File: src/rtl/sliced_adder_if.sv
// Operand/result/handshake bundle for sliced_adder_unit.
// The V port exists only when SLICED_ADDER_OVF_EN is defined.
interface sliced_adder_if #(
    parameter int WIDTH = 16
);
    logic             LoadA;
    logic             LoadB;
    logic             Run;
    logic             Sub;
    logic [WIDTH-1:0] SW;
    logic [WIDTH-1:0] A_out;
    logic [WIDTH-1:0] B_out;
    logic [WIDTH-1:0] Sum;
    logic             CO;
    logic             Busy;
    logic             Done;
`ifdef SLICED_ADDER_OVF_EN
    logic             V;
`endif

    modport master (
`ifdef SLICED_ADDER_OVF_EN
        input  V,
`endif
        output LoadA, LoadB, Run, Sub, SW,
        input  A_out, B_out, Sum, CO, Busy, Done
    );

    modport slave (
`ifdef SLICED_ADDER_OVF_EN
        output V,
`endif
        input  LoadA, LoadB, Run, Sub, SW,
        output A_out, B_out, Sum, CO, Busy, Done
    );
endinterface

File: src/rtl/sliced_adder_unit.sv
// Multi-cycle add/subtract, SLICE bits per clock with a registered inter-slice carry.
// Define SLICED_ADDER_OVF_EN to build the signed-overflow output V.
module sliced_adder_unit #(
    parameter int WIDTH = 16,
    parameter int SLICE = 4
) (
    input  logic           Clk,
    input  logic           Reset,
    sliced_adder_if.slave  bus
);
    localparam int NSLICE = WIDTH / SLICE;
    localparam int IDXW   = (NSLICE > 1) ? $clog2(NSLICE) : 1;
    localparam logic [IDXW-1:0] LAST_IDX = IDXW'(NSLICE - 1);

    typedef enum logic [1:0] {
        S_IDLE = 2'd0,
        S_CALC = 2'd1,
        S_DONE = 2'd2
    } state_t;

    state_t           state_q, state_d;
    logic [WIDTH-1:0] a_q, a_d;
    logic [WIDTH-1:0] b_q, b_d;
    logic [WIDTH-1:0] sum_q, sum_d;
    logic             co_q, co_d;
    logic [IDXW-1:0]  idx_q, idx_d;
    logic             carry_q, carry_d;
    logic             mode_q, mode_d;
    logic             busy_q, busy_d;
    logic             done_q, done_d;

    logic [SLICE-1:0] a_sl_s;
    logic [SLICE-1:0] b_sl_s;
    logic [SLICE:0]   slice_r_s;
    int unsigned      base_s;

`ifdef SLICED_ADDER_OVF_EN
    logic             v_q, v_d;
    logic             msb_cin_s;
`endif

    // Slice datapath and next-state / next-output decode.
    always_comb begin
        state_d = state_q;
        a_d     = a_q;
        b_d     = b_q;
        sum_d   = sum_q;
        co_d    = co_q;
        idx_d   = idx_q;
        carry_d = carry_q;
        mode_d  = mode_q;

        base_s    = 32'(idx_q) * 32'(SLICE);
        a_sl_s    = a_q[base_s +: SLICE];
        b_sl_s    = mode_q ? ~b_q[base_s +: SLICE] : b_q[base_s +: SLICE];
        slice_r_s = {1'b0, a_sl_s} + {1'b0, b_sl_s} + {{SLICE{1'b0}}, carry_q};
`ifdef SLICED_ADDER_OVF_EN
        v_d       = v_q;
        // Carry into the MSB is recovered from the MSB sum bit of the last slice.
        msb_cin_s = a_sl_s[SLICE-1] ^ b_sl_s[SLICE-1] ^ slice_r_s[SLICE-1];
`endif

        case (state_q)
            S_IDLE: begin
                if (bus.LoadA) begin
                    a_d = bus.SW;
                end else begin
                    a_d = a_q;
                end
                if (bus.LoadB) begin
                    b_d = bus.SW;
                end else begin
                    b_d = b_q;
                end
                if (bus.Run) begin
                    state_d = S_CALC;
                    sum_d   = {WIDTH{1'b0}};
                    co_d    = 1'b0;
                    idx_d   = {IDXW{1'b0}};
                    carry_d = bus.Sub;
                    mode_d  = bus.Sub;
`ifdef SLICED_ADDER_OVF_EN
                    v_d     = 1'b0;
`endif
                end else begin
                    state_d = S_IDLE;
                end
            end
            S_CALC: begin
                sum_d[base_s +: SLICE] = slice_r_s[SLICE-1:0];
                carry_d                = slice_r_s[SLICE];
                if (idx_q == LAST_IDX) begin
                    co_d    = slice_r_s[SLICE];
                    idx_d   = {IDXW{1'b0}};
                    state_d = S_DONE;
`ifdef SLICED_ADDER_OVF_EN
                    v_d     = msb_cin_s ^ slice_r_s[SLICE];
`endif
                end else begin
                    idx_d   = idx_q + {{(IDXW-1){1'b0}}, 1'b1};
                    state_d = S_CALC;
                end
            end
            S_DONE: begin
                if (bus.Run) begin
                    state_d = S_DONE;
                end else begin
                    state_d = S_IDLE;
                end
            end
            default: begin
                state_d = S_IDLE;
            end
        endcase

        busy_d = (state_d == S_CALC);
        done_d = (state_d == S_DONE);
    end

    // State and datapath registers, cleared asynchronously by Reset.
    always_ff @(posedge Clk or posedge Reset) begin
        if (Reset) begin
            state_q <= S_IDLE;
            a_q     <= {WIDTH{1'b0}};
            b_q     <= {WIDTH{1'b0}};
            sum_q   <= {WIDTH{1'b0}};
            co_q    <= 1'b0;
            idx_q   <= {IDXW{1'b0}};
            carry_q <= 1'b0;
            mode_q  <= 1'b0;
            busy_q  <= 1'b0;
            done_q  <= 1'b0;
`ifdef SLICED_ADDER_OVF_EN
            v_q     <= 1'b0;
`endif
        end else begin
            state_q <= state_d;
            a_q     <= a_d;
            b_q     <= b_d;
            sum_q   <= sum_d;
            co_q    <= co_d;
            idx_q   <= idx_d;
            carry_q <= carry_d;
            mode_q  <= mode_d;
            busy_q  <= busy_d;
            done_q  <= done_d;
`ifdef SLICED_ADDER_OVF_EN
            v_q     <= v_d;
`endif
        end
    end

    assign bus.A_out = a_q;
    assign bus.B_out = b_q;
    assign bus.Sum   = sum_q;
    assign bus.CO    = co_q;
    assign bus.Busy  = busy_q;
    assign bus.Done  = done_q;
`ifdef SLICED_ADDER_OVF_EN
    assign bus.V     = v_q;
`endif
endmodule

File: src/flat_wrapper.sv
// flat-port wrapper written by rule: the top's interface ports become plain ports
module sliced_adder_unit_flat 
#(
    parameter int WIDTH = 16,
    parameter int SLICE = 4
)
  (Clk, Reset, bus_LoadA, bus_LoadB, bus_Run, bus_Sub, bus_SW, bus_A_out, bus_B_out, bus_Sum, bus_CO, bus_Busy, bus_Done);
  sliced_adder_if #(.WIDTH(WIDTH)) bus_i ();
  input  logic Clk;
  input  logic Reset;
  input wire logic [$bits(bus_i.LoadA)-1:0] bus_LoadA;
  input wire logic [$bits(bus_i.LoadB)-1:0] bus_LoadB;
  input wire logic [$bits(bus_i.Run)-1:0] bus_Run;
  input wire logic [$bits(bus_i.Sub)-1:0] bus_Sub;
  input wire logic [$bits(bus_i.SW)-1:0] bus_SW;
  output wire logic [$bits(bus_i.A_out)-1:0] bus_A_out;
  output wire logic [$bits(bus_i.B_out)-1:0] bus_B_out;
  output wire logic [$bits(bus_i.Sum)-1:0] bus_Sum;
  output wire logic [$bits(bus_i.CO)-1:0] bus_CO;
  output wire logic [$bits(bus_i.Busy)-1:0] bus_Busy;
  output wire logic [$bits(bus_i.Done)-1:0] bus_Done;
  assign bus_i.LoadA = bus_LoadA;
  assign bus_i.LoadB = bus_LoadB;
  assign bus_i.Run = bus_Run;
  assign bus_i.Sub = bus_Sub;
  assign bus_i.SW = bus_SW;
  assign bus_A_out = bus_i.A_out;
  assign bus_B_out = bus_i.B_out;
  assign bus_Sum = bus_i.Sum;
  assign bus_CO = bus_i.CO;
  assign bus_Busy = bus_i.Busy;
  assign bus_Done = bus_i.Done;
  sliced_adder_unit #(.WIDTH(WIDTH), .SLICE(SLICE)) u_core (.Clk(Clk), .Reset(Reset), .bus(bus_i));
endmodule
File: config.mk
export PLATFORM = sky130hd
export DESIGN_NAME = sliced_adder_unit_flat
export DESIGN_NICKNAME = d
export VERILOG_FILES = /design/src/rtl/sliced_adder_if.sv /design/src/rtl/sliced_adder_unit.sv /design/src/flat_wrapper.sv
export SDC_FILE = /design/constraint.sdc
export NUM_CORES = 1
export LEC_CHECK = 0
export BUFFER_PORTS_ARGS = -buffer_cell sky130_fd_sc_hd__buf_2
export CORE_ASPECT_RATIO = 0.8
export CORE_UTILIZATION = 57
export DETAILED_ROUTE_END_ITERATION = 6
export PLACE_DENSITY = 0.85
export SLEW_MARGIN = 10
export SYNTH_ARGS = -nofsm -noshare
export SYNTH_HDL_FRONTEND = slang
export SYNTH_SLANG_ARGS = --single-unit
export TNS_END_PERCENT = 30
File: constraint.sdc
create_clock -name Clk -period 6.25 [get_ports Clk]
set_input_delay 0.9375 -clock Clk [delete_from_list [all_inputs] [get_ports Clk]]
set_output_delay 0.9375 -clock Clk [all_outputs]
set_load 0.01 [all_outputs]
==> implementation parameters <==
Parameter                              Value

Power
  Ratio of total power to cell area ... 662 nW/µm²
  Worst ir drop on vdd ... 0.370 mV
  Static Leak ... 0.00167 µW
  Post-layout power ... 2200 µW

Yosys
  Syn Std Cell Area ... 2790 µm²
  Dominant cell type by area after synthesis ... dfrtp_1
  Synthesized Nets ... 223
  Leading cell types by count after synthesis ... dfrtp_1 (57), mux2_4 (20), a22o_1 (17), mux2_2 (13), nand2_1 (10)
  Yosys cell types ... 33
  Share of the yosys chip area belonging to registers ... 51.1%
  Number of enable flip-flop cells after synthesis ... 0
  Area share of the largest cell type after synthesis ... 51.1%
  Syn_area_per_cell ... 14.5 µm²
  Flip-flop and latch count after synthesis ... 57
  Synthesis Warnings ... 0
  Dominant cell by count in the synthesized netlist ... dfrtp_1
  Async set-or-reset flop fraction in the synthesized netlist ... 100%
  Dominant synthesized flop cell ... dfrtp_1
  Dominant cells by area after synthesis ... dfrtp_1 (51%), mux2_4 (11%), mux4_2 (6.5%), a22o_1 (5.3%), mux2_2 (5.2%)
  Instance count of the mapped netlist ... 192

Die
  I/O Pins ... 73
  Die Height ... 64.6 µm
  Total number of placement rows ... 22
  Core region area ... 4650 µm²
  Die Area ... 5180 µm²
  Starting utilization of the core area ... 60.0%
  X dimension of the die ... 80.3 µm

Clock tree
  TritonCTS Buffers ... 9
  Number of instances resized during post-cts repair ... 0
  CTS sink count ... 57
  Worst-Skew Late Latency ... 340 ps
  Postcts setup bufs ... 0
  Hold-fix buffers at CTS ... 0
  TritonCTS clock tree ... built
  CTS HTree Levels ... 3
  Clk slew on worst S/H paths ... 60 ps
  Worst-case clock buffer depth ... 2
  Clock Root Buffer ... clkbuf_8

STA
  Time the final worst path needs with I/O delays and setup ... 2950 ps
  Max Clock Freq ... 339 MHz
  Post-route clock period utilization ... 47.1%
  Final setup vio count ... 0
  Final Hold Fails ... 0
  Final Slew Violations ... 0
  Total negative slack ... 0 ps
  Transition time of the tightest slew-check pin ... 724 ps
  Setup skew after layout ... 5.02 ps
  Relative slew margins ... 51.7%
  Setup repair after global routing missed its margin ... no

Setup path
  Biggest fanout along the worst timing path ... 16
  Startpoint kind of the worst setup timing path ... flop
  RR Startpoint ... u_core.idx_q[0]$_DFFE_PP0P_
  Reg2reg setup slack ... 3300 ps
  Worst R2R Path Depth ... 7
  FF-to-FF End ... u_core.bus.Sum[2]$_DFFE_PP0P_
  Critical Setup Path Class ... reg -> reg
  Crit path arrival time ... 3220 ps
  Data required time at the worst endpoint ... 6520 ps
  Crit path from ... u_core.idx_q[0]$_DFFE_PP0P_
  Type of destination of the critical path ... flop

Min path
  HP Start ... u_core.bus.CO$_DFFE_PP0P_
  Worst hold path class ... reg -> reg
  Sink of the worst hold path ... u_core.bus.CO$_DFFE_PP0P_
  WHS Path Cells ... 2

Outcome
  Status ... finished clean

Route
  Wire length per cell after detailed routing ... 16.8 µm
  Vias per cell ... 5.53
  Post-detailed-route count of antenna-violating nets ... 0
  First-pass iteration count of the detailed router ... 4
  Final Routed Wirelength ... 5550 µm
  Vias after detailed routing ... 1824
  Iteration-0 DRC count of the detailed router ... 114
  Count of unresolved DRC violations after routing ... 0

Global route
  Pin count of the biggest net entering global routing ... 58
  GRT Overall Usage ... 25.4%
  Remaining Overflow, GRT ... 0
  Via count of the first global-routing pass ... 1834
  Global-route wire length before repair ... 9490 µm
  Initial antenna violation count ... 0

Final layout
  Final net count ... 297
  Total inserted antenna cells ... 0
  Share of post-route cells with drive strength above 1 ... 50.0%
  Area Overhead vs Synth ... 19.1%

Placement
  Routability congestion estimate ... 0.886
  Port Buf Inserts ... 72
  Detail Placement HPWL ... 4040 µm

Run
  Max-cap viol count ... 0
[cells in the final DEF (no fill, tap or decap), drive strengths merged, types with 7 or more instances in the layout]
master / n
mux4: 8
ha: 7
a22o: 17
mux2: 33
dfrtp: 57
clkbuf: 12
buf: 73
nand2: 10
inv: 8
[critical path, stage by stage, from the launching register on]
cell and delay [ps]:
dfrtp_1 810, mux4_2 600, xnor2_1 220, fa_1 220
inv_1 50, fa_1 390, xor2_1 370, a22o_1 200
[final cells by class]
type                    count  area (µm²)
multi-input cells         117        1230
flip-flops and latches     57        1430
clock buffers              12         155
inverters                   8        30.0
clock inverters             3        40.0
well taps                  60        75.1
repair buffers             73         368
fillers                   331        1330
[how the worst max path moves through the flow]
stage                                           endpoint  depth (start not counted)
after global placement     u_core.bus.Sum[6]$_DFFE_PP0P_                          7
after CTS                  u_core.bus.Sum[2]$_DFFE_PP0P_                          7
after global routing       u_core.bus.Sum[2]$_DFFE_PP0P_                          7
after detailed placement   u_core.bus.Sum[2]$_DFFE_PP0P_                          7
final                      u_core.bus.Sum[2]$_DFFE_PP0P_                          7
after floorplan           u_core.bus.Sum[13]$_DFFE_PP0P_                          6
[cell families (layout without fill, tap and decap cells)]
family                   count (synthesis)  count (layout)  synth area share, %
XOR/XNOR                                 6               6                 1.88
flip-flops                              57              57                 51.1
buffers and inverters                   18              96                 4.84
AND/OR/NAND/NOR                         27              27                 6.23
adder cells (fa/ha/maj)                  9               9                 4.57
AO/OA/AOI/OAI                           34              34                 8.96
multiplexers                            41              41                 22.4
[flip-flops by register name (all words and copies together) (netlist names)]
register / count
u_core.bus.A_out: 16
u_core.bus.B_out: 16
u_core.bus.Busy: 1
u_core.bus.CO: 1
u_core.bus.Done: 1
u_core.bus.Sum: 16
u_core.carry_q: 1
u_core.idx_q: 2
u_core.mode_q: 1
u_core.state_q: 2
[metal layers]
layer	vias up	global-route usage (%)	wire length (µm)	share of wire [%]
met4	0	11.2	74	1.3
met2	68	34.6	2460	44
met3	9	8.45	307	5.5
met1	900	37.0	2710	49
met5	-	0	0	0
li1	847	-	-	-
[power by group]
group | total (µW) | switching, µW | internal, µW
combinational | 1160 | 595 | 564
clock | 341 | 138 | 202
sequential | 704 | 171 | 533
total | 2200 | 904 | 1300
[stage by stage]
step	cell area (µm²)	cells	util [%]	setup WS [ps]	hold slack (ps)
after floorplan	2790	192	-	3830	513
after global placement	3130	315	67.3	3410	486
after detailed placement	3130	315	67.3	3280	479
after CTS	3330	330	71.5	3270	493
after global routing	3330	330	71.5	3120	519
final	3330	330	71.5	3300	496
No activity file was read; power rests on OpenSTA's default activity.
